<file path="src/rtl/rate_enable_gen_pkg.sv">
// Shared types, speed codes and reload computation for rate_enable_gen.
// Optional PulseCount output is selected by the PULSE_COUNT_EN macro.
package rate_pkg;

  typedef enum logic [1:0] {
    ST_IDLE = 2'd0,
    ST_RUN  = 2'd1,
    ST_STEP = 2'd2
  } state_t;

  localparam logic [1:0] SPD_FULL = 2'b00;
  localparam logic [1:0] SPD_1HZ  = 2'b01;
  localparam logic [1:0] SPD_HALF = 2'b10;
  localparam logic [1:0] SPD_QTR  = 2'b11;

  // Computed wide; callers cast to their counter width.
  function automatic logic [63:0] reload_val(input logic [1:0] spd,
                                             input logic [63:0] clk_freq);
    logic [63:0] v;
    case (spd)
      SPD_FULL: v = 64'd0;
      SPD_1HZ:  v = clk_freq - 64'd1;
      SPD_HALF: v = (clk_freq << 1) - 64'd1;
      default:  v = (clk_freq << 2) - 64'd1;
    endcase
    return v;
  endfunction

endpackage

</file>
<file path="src/rtl/rate_enable_gen_if.sv">
// Control/status bundle between the rate generator and its user.
// PulseCount exists only when PULSE_COUNT_EN is defined.
// Handshake: none; Speed/Run/Step are levels sampled every rising edge, Enable is a one-cycle registered pulse.
interface rate_enable_gen_if;
  import rate_pkg::*;

  logic [1:0]  Speed;
  logic        Run;
  logic        Step;
  logic        Enable;
  logic        Busy;
`ifdef PULSE_COUNT_EN
  logic [15:0] PulseCount;
`endif

  modport master (
    output Speed, Run, Step,
`ifdef PULSE_COUNT_EN
    input  PulseCount,
`endif
    input  Enable, Busy
  );

  modport slave (
    input  Speed, Run, Step,
`ifdef PULSE_COUNT_EN
    output PulseCount,
`endif
    output Enable, Busy
  );

endinterface

</file>
<file path="src/rtl/rate_enable_gen_step_edge_detect.sv">
// Registers Step and flags its rising edge; StepQ advances every cycle so a held Step yields one edge.
// Unaffected by PULSE_COUNT_EN.
module step_edge_detect (
  input  logic Clock,
  input  logic Clear,
  input  logic i_step,
  output logic o_rise
);

  logic r_step_q;

  always_ff @(posedge Clock) begin
    if (Clear) r_step_q <= 1'b0;
    else       r_step_q <= i_step;
  end

  assign o_rise = i_step & ~r_step_q;

endmodule

</file>
<file path="src/rtl/rate_enable_gen.sv">
// Enable pulse generator: IDLE/RUN/STEP FSM with a reloadable down-counter.
// Define PULSE_COUNT_EN to add the 16-bit PulseCount output.
module rate_enable_gen
  import rate_pkg::*;
#(
  parameter int CLK_FREQ = 50000000,
  parameter int CNT_W    = 28
) (
  input  logic               Clock,
  input  logic               Clear,
  rate_enable_gen_if.slave   bus,
  output state_t             o_dbg_state
);

  state_t             r_state;
  state_t             w_next_state;
  logic [CNT_W-1:0]   r_rem;
  logic [CNT_W-1:0]   w_rem_next;
  logic [1:0]         r_speed_q;
  logic [1:0]         w_speed_q_next;
  logic               r_enable;
  logic               w_enable_next;
  logic               r_busy;
  logic               w_step_rise;
  logic [CNT_W-1:0]   w_load_in;
  logic [CNT_W-1:0]   w_load_q;

  step_edge_detect u_step_edge (
    .Clock  (Clock),
    .Clear  (Clear),
    .i_step (bus.Step),
    .o_rise (w_step_rise)
  );

  assign w_load_in = CNT_W'(reload_val(bus.Speed, 64'(CLK_FREQ)));
  assign w_load_q  = CNT_W'(reload_val(r_speed_q, 64'(CLK_FREQ)));

  always_ff @(posedge Clock) begin
    if (Clear) begin
      r_state   <= ST_IDLE;
      r_rem     <= '0;
      r_speed_q <= SPD_FULL;
      r_enable  <= 1'b0;
      r_busy    <= 1'b0;
    end else begin
      r_state   <= w_next_state;
      r_rem     <= w_rem_next;
      r_speed_q <= w_speed_q_next;
      r_enable  <= w_enable_next;
      r_busy    <= (w_next_state == ST_RUN);
    end
  end

  // Run outranks Step when both arrive in IDLE on the same edge.
  always_comb begin
    w_next_state = r_state;
    case (r_state)
      ST_IDLE: begin
        if (bus.Run)          w_next_state = ST_RUN;
        else if (w_step_rise) w_next_state = ST_STEP;
      end
      ST_RUN:  if (!bus.Run)  w_next_state = ST_IDLE;
      ST_STEP:                w_next_state = ST_IDLE;
      default:                w_next_state = ST_IDLE;
    endcase
  end

  // A speed change restarts the count and suppresses this cycle's pulse.
  always_comb begin
    w_rem_next     = r_rem;
    w_speed_q_next = r_speed_q;
    w_enable_next  = 1'b0;
    case (r_state)
      ST_IDLE: begin
        if (bus.Run) begin
          w_rem_next     = w_load_in;
          w_speed_q_next = bus.Speed;
        end else if (w_step_rise) begin
          w_enable_next  = 1'b1;
        end
      end
      ST_RUN: begin
        if (!bus.Run) begin
          w_rem_next = '0;
        end else if (bus.Speed != r_speed_q) begin
          w_rem_next     = w_load_in;
          w_speed_q_next = bus.Speed;
        end else if (r_rem == '0) begin
          w_enable_next = 1'b1;
          w_rem_next    = w_load_q;
        end else begin
          w_rem_next = r_rem - CNT_W'(1);
        end
      end
      default: ;
    endcase
  end

  assign bus.Enable  = r_enable;
  assign bus.Busy    = r_busy;
  assign o_dbg_state = r_state;

`ifdef PULSE_COUNT_EN
  logic [15:0] r_pulse_cnt;

  always_ff @(posedge Clock) begin
    if (Clear)         r_pulse_cnt <= 16'd0;
    else if (r_enable) r_pulse_cnt <= r_pulse_cnt + 16'd1;
  end

  assign bus.PulseCount = r_pulse_cnt;
`endif

endmodule

</file>
<file path="src/flat_wrapper.sv">
// flat-port wrapper written by rule: the top's interface ports become plain ports
module rate_enable_gen_flat import rate_pkg::*;
#(
  parameter int CLK_FREQ = 50000000,
  parameter int CNT_W    = 28
)
  (Clock, Clear, o_dbg_state, bus_Speed, bus_Run, bus_Step, bus_Enable, bus_Busy);
  rate_enable_gen_if bus_i ();
  input  logic Clock;
  input  logic Clear;
  output state_t o_dbg_state;
  input wire logic [$bits(bus_i.Speed)-1:0] bus_Speed;
  input wire logic [$bits(bus_i.Run)-1:0] bus_Run;
  input wire logic [$bits(bus_i.Step)-1:0] bus_Step;
  output wire logic [$bits(bus_i.Enable)-1:0] bus_Enable;
  output wire logic [$bits(bus_i.Busy)-1:0] bus_Busy;
  assign bus_i.Speed = bus_Speed;
  assign bus_i.Run = bus_Run;
  assign bus_i.Step = bus_Step;
  assign bus_Enable = bus_i.Enable;
  assign bus_Busy = bus_i.Busy;
  rate_enable_gen #(.CLK_FREQ(CLK_FREQ), .CNT_W(CNT_W)) u_core (.Clock(Clock), .Clear(Clear), .bus(bus_i), .o_dbg_state(o_dbg_state));
endmodule
</file>
<file path="config.mk">
export PLATFORM = sky130hd
export DESIGN_NAME = rate_enable_gen_flat
export DESIGN_NICKNAME = d
export VERILOG_FILES = /design/src/rtl/rate_enable_gen_pkg.sv /design/src/rtl/rate_enable_gen_if.sv /design/src/rtl/rate_enable_gen_step_edge_detect.sv /design/src/rtl/rate_enable_gen.sv /design/src/flat_wrapper.sv
export SDC_FILE = /design/constraint.sdc
export NUM_CORES = 1
export LEC_CHECK = 0
export ABC_AREA = 1
export BUFFER_PORTS_ARGS = -buffer_cell sky130_fd_sc_hd__clkbuf_2
export CAP_MARGIN = 0
export CORE_UTILIZATION = 55
export CTS_BUF_LIST = sky130_fd_sc_hd__clkbuf_2 sky130_fd_sc_hd__clkbuf_4 sky130_fd_sc_hd__clkbuf_8
export DETAILED_ROUTE_END_ITERATION = 6
export GPL_TIMING_DRIVEN = 0
export PLACE_DENSITY = 0.83
export SYNTH_ARGS = -nofsm -noshare
export SYNTH_HDL_FRONTEND = slang
export SYNTH_SLANG_ARGS = --single-unit
export TNS_END_PERCENT = 20
</file>
<file path="constraint.sdc">
create_clock -name Clock -period 4.2 [get_ports Clock]
set_input_delay 0.42 -clock Clock [delete_from_list [all_inputs] [get_ports Clock]]
set_output_delay 0.42 -clock Clock [all_outputs]
set_load 0.02 [all_outputs]
</file>
Word-level counts from Yosys, hierarchy flattened
Index checks and enable logic that the tools add are counted.

word-level totals
  register bits after elaboration = 35

operators by class
  muxes and demuxes = 21
  bitwise operators = 2
  equality and inequality tests = 10
  $add $sub $neg = 1
  reductions and logical operators = 7

operator list
  kind                   number
  $pmux 28 s3            2
  $mux 28                4
  $pmux 28 s2            1
  $logic_not 28->1       1
  $sub 28x1->28 const B  1
  $mux 2                 6
  $eq 2x1->1 const B     4
  $pmux 2 s2             2
  $logic_not 2->1        3
  $mux 1                 5
  $eq 2x2->1 const B     2
  $ne 2x2->1 const B     2
  $reduce_and 4->1       1
  $ne 2x1->1 const B     1
  $ne 2x2->1             1
  $pmux 1 s2             1
  $reduce_and 2->1       1
  $reduce_bool 2->1      1
  $and 1x1->1            1
  $not 1->1              1

Longest topological paths before layout
  depth after elaboration = 6
  gate-level depth with buffers = 13

Modules after synthesis
Synthesis repeated with hierarchy kept, for this count alone.

second synthesis, totals
  cell total of the unflattened synthesis = 439
  area total of the unflattened synthesis = 2637.5 µm²

by module, submodules not included
  module            cells an instance  seq. area each (µm²)  times used  area each (µm²)
  rate_enable_gen   435                680.7                 1           2606.2
  step_edge_detect  4                  20.0                  1           31.3

Least setup slack after synthesis
OpenSTA, ideal clock, no wires.

  path type = reg-to-reg
  start point = reg u_core.r_rem[0]
  end point = reg u_core.r_rem[16]
  stages on the path, launching flop included = 13
  buffers on the path = 1
  setup slack = 2.588 ns
  arrival = 1.482 ns
  required time = 4.070 ns
  cell sequence = dfxtp_1 -> inv_1 -> ha_1 -> nand2_2 -> nor2_4 -> nand2_2 -> inv_2 -> nand2_4 -> buf_6 -> nor3_2 -> o21ai_0 -> nand2_1 -> a21oi_1

between the ends
  longest elaborated chain between the ends = 5
  elaborated cells on any way between the ends = 6
  those cells by class = add/sub (1); mux (4); reduce/logical (1)

ends and longest elaborated chain
  item                                                      RTL line                                      RTL
  from (decl)                                               rate_enable_gen.sv:17                         logic [CNT_W-1:0] r_rem;
  from (signal assigned)                                    rate_enable_gen.sv:47                         r_rem <= w_rem_next;
  $sub 28x1->28 / $logic_not 28->1 (equally long branches)  rate_enable_gen.sv:92, rate_enable_gen.sv:88
  $mux 28 *                                                 rate_enable_gen.sv:88                         end else if (r_rem == '0) begin
  $mux 28 *                                                 rate_enable_gen.sv:85                         end else if (bus.Speed != r_speed_q) begin
  $mux 28 *                                                 rate_enable_gen.sv:83                         if (!bus.Run) begin
  $pmux 28 s2 *                                             rate_enable_gen.sv:73                         case (r_state)

Mark *: on every way between the ends. The rest lies on a longest branch, timed or not.
A chain may end at the register's enable or synchronous reset.

Worst setup path after layout
  start point = reg u_core.r_state[0] (netlist: u_core.o_dbg_state[0])
  end point = reg u_core.r_rem[25]

between the ends
  longest elaborated chain between the ends = 3
  elaborated cells on any way between the ends = 6
  those cells by class = eq/ne (2); mux (1); reduce/logical (3)

ends and longest elaborated chain
  item                                                              RTL line               RTL
  from (decl)                                                       rate_enable_gen.sv:15  state_t r_state;
  from (signal assigned)                                            rate_enable_gen.sv:46  r_state <= w_next_state;
  $eq 2x1->1 / $logic_not 2->1 (equally long branches)              rate_enable_gen.sv:73
  $reduce_bool 2->1 (no line) / $ne 2x2->1 (equally long branches)  --
  $reduce_and 2->1 (no line)                                        --

Several ways; a longest one is shown, not always the timed one.

==> impl_metrics.yaml <==
run_status:
  status: "complete, no violations"
clock_network:
  cts.sinks: 35
  cts_setup_buffers: 0
  postCtsHoldBufs: 0
  cts.repair.resized: 0
  cts_htree_levels: 2
  cts_tree: "built"
  cts_root_buf: "clkbuf_8"
  clk_path_buf_depth: 2
  cts_buffers: 5
  clock_latency_ps: 300
  clk_pin_slew_worst_paths_ps: 70
timing:
  finalSetupViolations: 0
  hold_viol: 0
  timing.hold.ws_ps: 349
  fin_tns_setup_ps: 0
  relSlewSlack_pct: 56.7
  maxSlewViolCount: 0
  skew_ps: 7.03
  tightest_slew_ps: 645
  rsz0062_at_grt: "false"
  min_period_ps: 1950
  fin_crit_sh_pct: 46.4
  max_freq_ghz: 0.514
power:
  power.leakage_nw: 1.19
  p_per_area_nw_per_um2: 347
  swShare_pct: 36.1
  share_comb_of_total_power_pct: 28.7
  internal_power_uw: 605
  ir_drop_uv: 220
  power_switching_uw: 342
  pwr-share-seq_pct: 41.6
  clkPwrFrac_pct: 29.7
layout:
  drive_gt1_share_pct: 7.49
  area_growth_pct: 8.30
  final_common_cell: "nand2_1"
  num_antenna_cells: 0
  post-route-util_pct: 62.2
  fill_cells: 418
  layout_common_cells: "nand2_1, nor2_1, o21ai_0, inv_1, a21oi_1"
  design_area_um2: 2730
  nets: 441
synth:
  synth_top_cell_by_area: "dfxtp_1"
  syn-cell-area_um2: 2520
  synth_top_area_share_pct: 27.8
  yosys_warnings: 0
  ys_seq_elements: 35
  netlist_top_cells_area: "dfxtp_1, nand2_1, o21ai_0"
  syn_nets: 426
  ys_seq_area_share_pct: 27.8
  synth.distinct_cells: 30
  synth_cells: 411
  avgSynthCellArea_um2: 6.13
worst_setup_path:
  cp-end-kind: "flip-flop"
  required_ps: 4430
  cpPeakStageDelay_ps: 450
  slowest_stage: "clkbuf_1"
  path_delay_family: "buffers and inverters"
  start_kind: "flip-flop"
  crit_chain: "inv_1 > nor2_1 > nor2_1 > inv_1 > clkbuf_1 > o21ai_0 > a21oi_1"
  setup.worst_path.class: "reg -> reg"
  cp.arrival_ps: 2170
  cp.buffers_inverters: 3
  crit_fanout: 10
job:
  max-cap-violations: 0
detailed_routing:
  drt-initial-drc-count: 260
  viasPerCell: 5.83
  routed-via-count: 2791
  drt_wl_total_um: 7170
  antenna_left: 0
  avgRoutedWirePerCell_um: 15.0
  drt-pass1-iter-count: 5
  route.detailed.drc: 0
die:
  std_cell_rows: 24
  pin_count: 10
  core_um2: 4380
  start_util_pct: 57.4
  die-area_um2: 4850
  die_h_um: 69.7
  die_w_um: 69.7
placed_design:
  numPortBuffers: 8
  postPlaceCellArea_um2: 2620
  finalWeightedCongestion: 0.960
  place_hpwl_um: 5300
grt:
  grt_max_degree: 11
  grt_pass1_vias: 2550
  grt_antenna_before_repair: 0
  grtUsageTotal_pct: 31.4
  grt_overflow_total: 0
  grt_pass1_wl_um: 11900
min_path:
  hold_class: "in -> reg"
==> power groups by stage <==
| stage | sequential, mW | clock [mW] | combinational (mW) |
|---|---|---|---|
| global placement | 0.399 | 0 | 0.260 |
| global route | 0.396 | 0.297 | 0.308 |
| finish | 0.393 | 0.281 | 0.272 |
| detailed placement | 0.399 | 0 | 0.263 |
| floorplan | 0.391 | 0 | 0.204 |
| CTS | 0.392 | 0.287 | 0.265 |
==> path summary, 6_finish.rpt <==
check	startpoint	to	slack, ps	depth (start not counted)
setup / recovery	u_core.o_dbg_state[0]$_SDFF_PP0_	u_core.r_rem[25]$_SDFFE_PP0P_	2250	7
hold / removal	bus_Step	u_core.u_step_edge.r_step_q$_SDFF_PP0_	350	3
setup reg to reg	u_core.o_dbg_state[0]$_SDFF_PP0_	u_core.r_rem[25]$_SDFFE_PP0P_	2250	7
hold reg to reg	u_core.u_step_edge.r_step_q$_SDFF_PP0_	u_core.o_dbg_state[1]$_SDFF_PP0_	510	3
==> cells in the mapped netlist <==
library cell / number
ha_1: 9
dfxtp_1: 35
a211oi_1: 1
nor3_1: 5
buf_4: 1
nor2_2: 4
a31oi_1: 2
nand2_1: 97
nand2_4: 1
nand4_1: 9
a21oi_1: 36
nor2_1: 61
clkinv_2: 1
clkbuf_1: 8
xnor2_1: 7
nor3_2: 1
o21bai_1: 1
inv_1: 41
or2_1: 1
nand2_2: 2
o21ai_0: 49
o31ai_1: 2
nand3_1: 19
inv_2: 1
and2_1: 1
xor2_1: 8
nor2_4: 3
o21ai_1: 3
buf_6: 1
buf_2: 1
==> metal layers <==
layer  GRT usage, %  vias up  part of all wire [%]
met5              0        -                     0
met4           21.1        0                   4.5
met3           5.67       28                   7.7
met2           46.2      119                    44
met1           41.8     1278                    44
li1               -     1366                     -
==> tightest hold or removal path: cells and delay by family <==
family        cells  cell delay, ps
simple gates      1              40
buf+inv           2             140
==> metrics by stage <==
step	setup WS (ps)	total power, mW	instances
after floorplan	2590	0.595	411
after global placement	2240	0.659	471
after detailed placement	2220	0.662	471
after CTS	2280	0.945	479
after global routing	2070	1.00	479
final	2250	0.947	479
==> layout make-up <==
class	count	area, µm²	area share, %
inverters	43	163	5.96
plain buffers	11	53.8	1.97
flip-flops and latches	35	701	25.7
multi-input cells	322	1600	58.7
repair buffers	8	40.0	1.47
clock buffers	8	104	3.81
well taps	52	65.1	2.39
==> cells by family (layout without fill, tap and decap cells) <==
| logic type | after synthesis | count (layout) | share of synthesized area [%] |
|---|---|---|---|
| flops | 35 | 35 | 27.8 |
| fa+ha+maj | 9 | 9 | 4.47 |
| xor+xnor | 15 | 15 | 5.22 |
| buf+inv | 54 | 70 | 8.59 |
| simple gates | 204 | 204 | 34.7 |
| compound gates | 94 | 94 | 19.2 |
==> state kept, by name, indices dropped and copies added (netlist names) <==
| signal | flops |
|---|---|
| u_core.bus.Busy | 1 |
| u_core.bus.Enable | 1 |
| u_core.o_dbg_state | 2 |
| u_core.r_rem | 28 |
| u_core.r_speed_q | 2 |
| u_core.u_step_edge.r_step_q | 1 |
No activity file was read; power rests on OpenSTA's default activity.
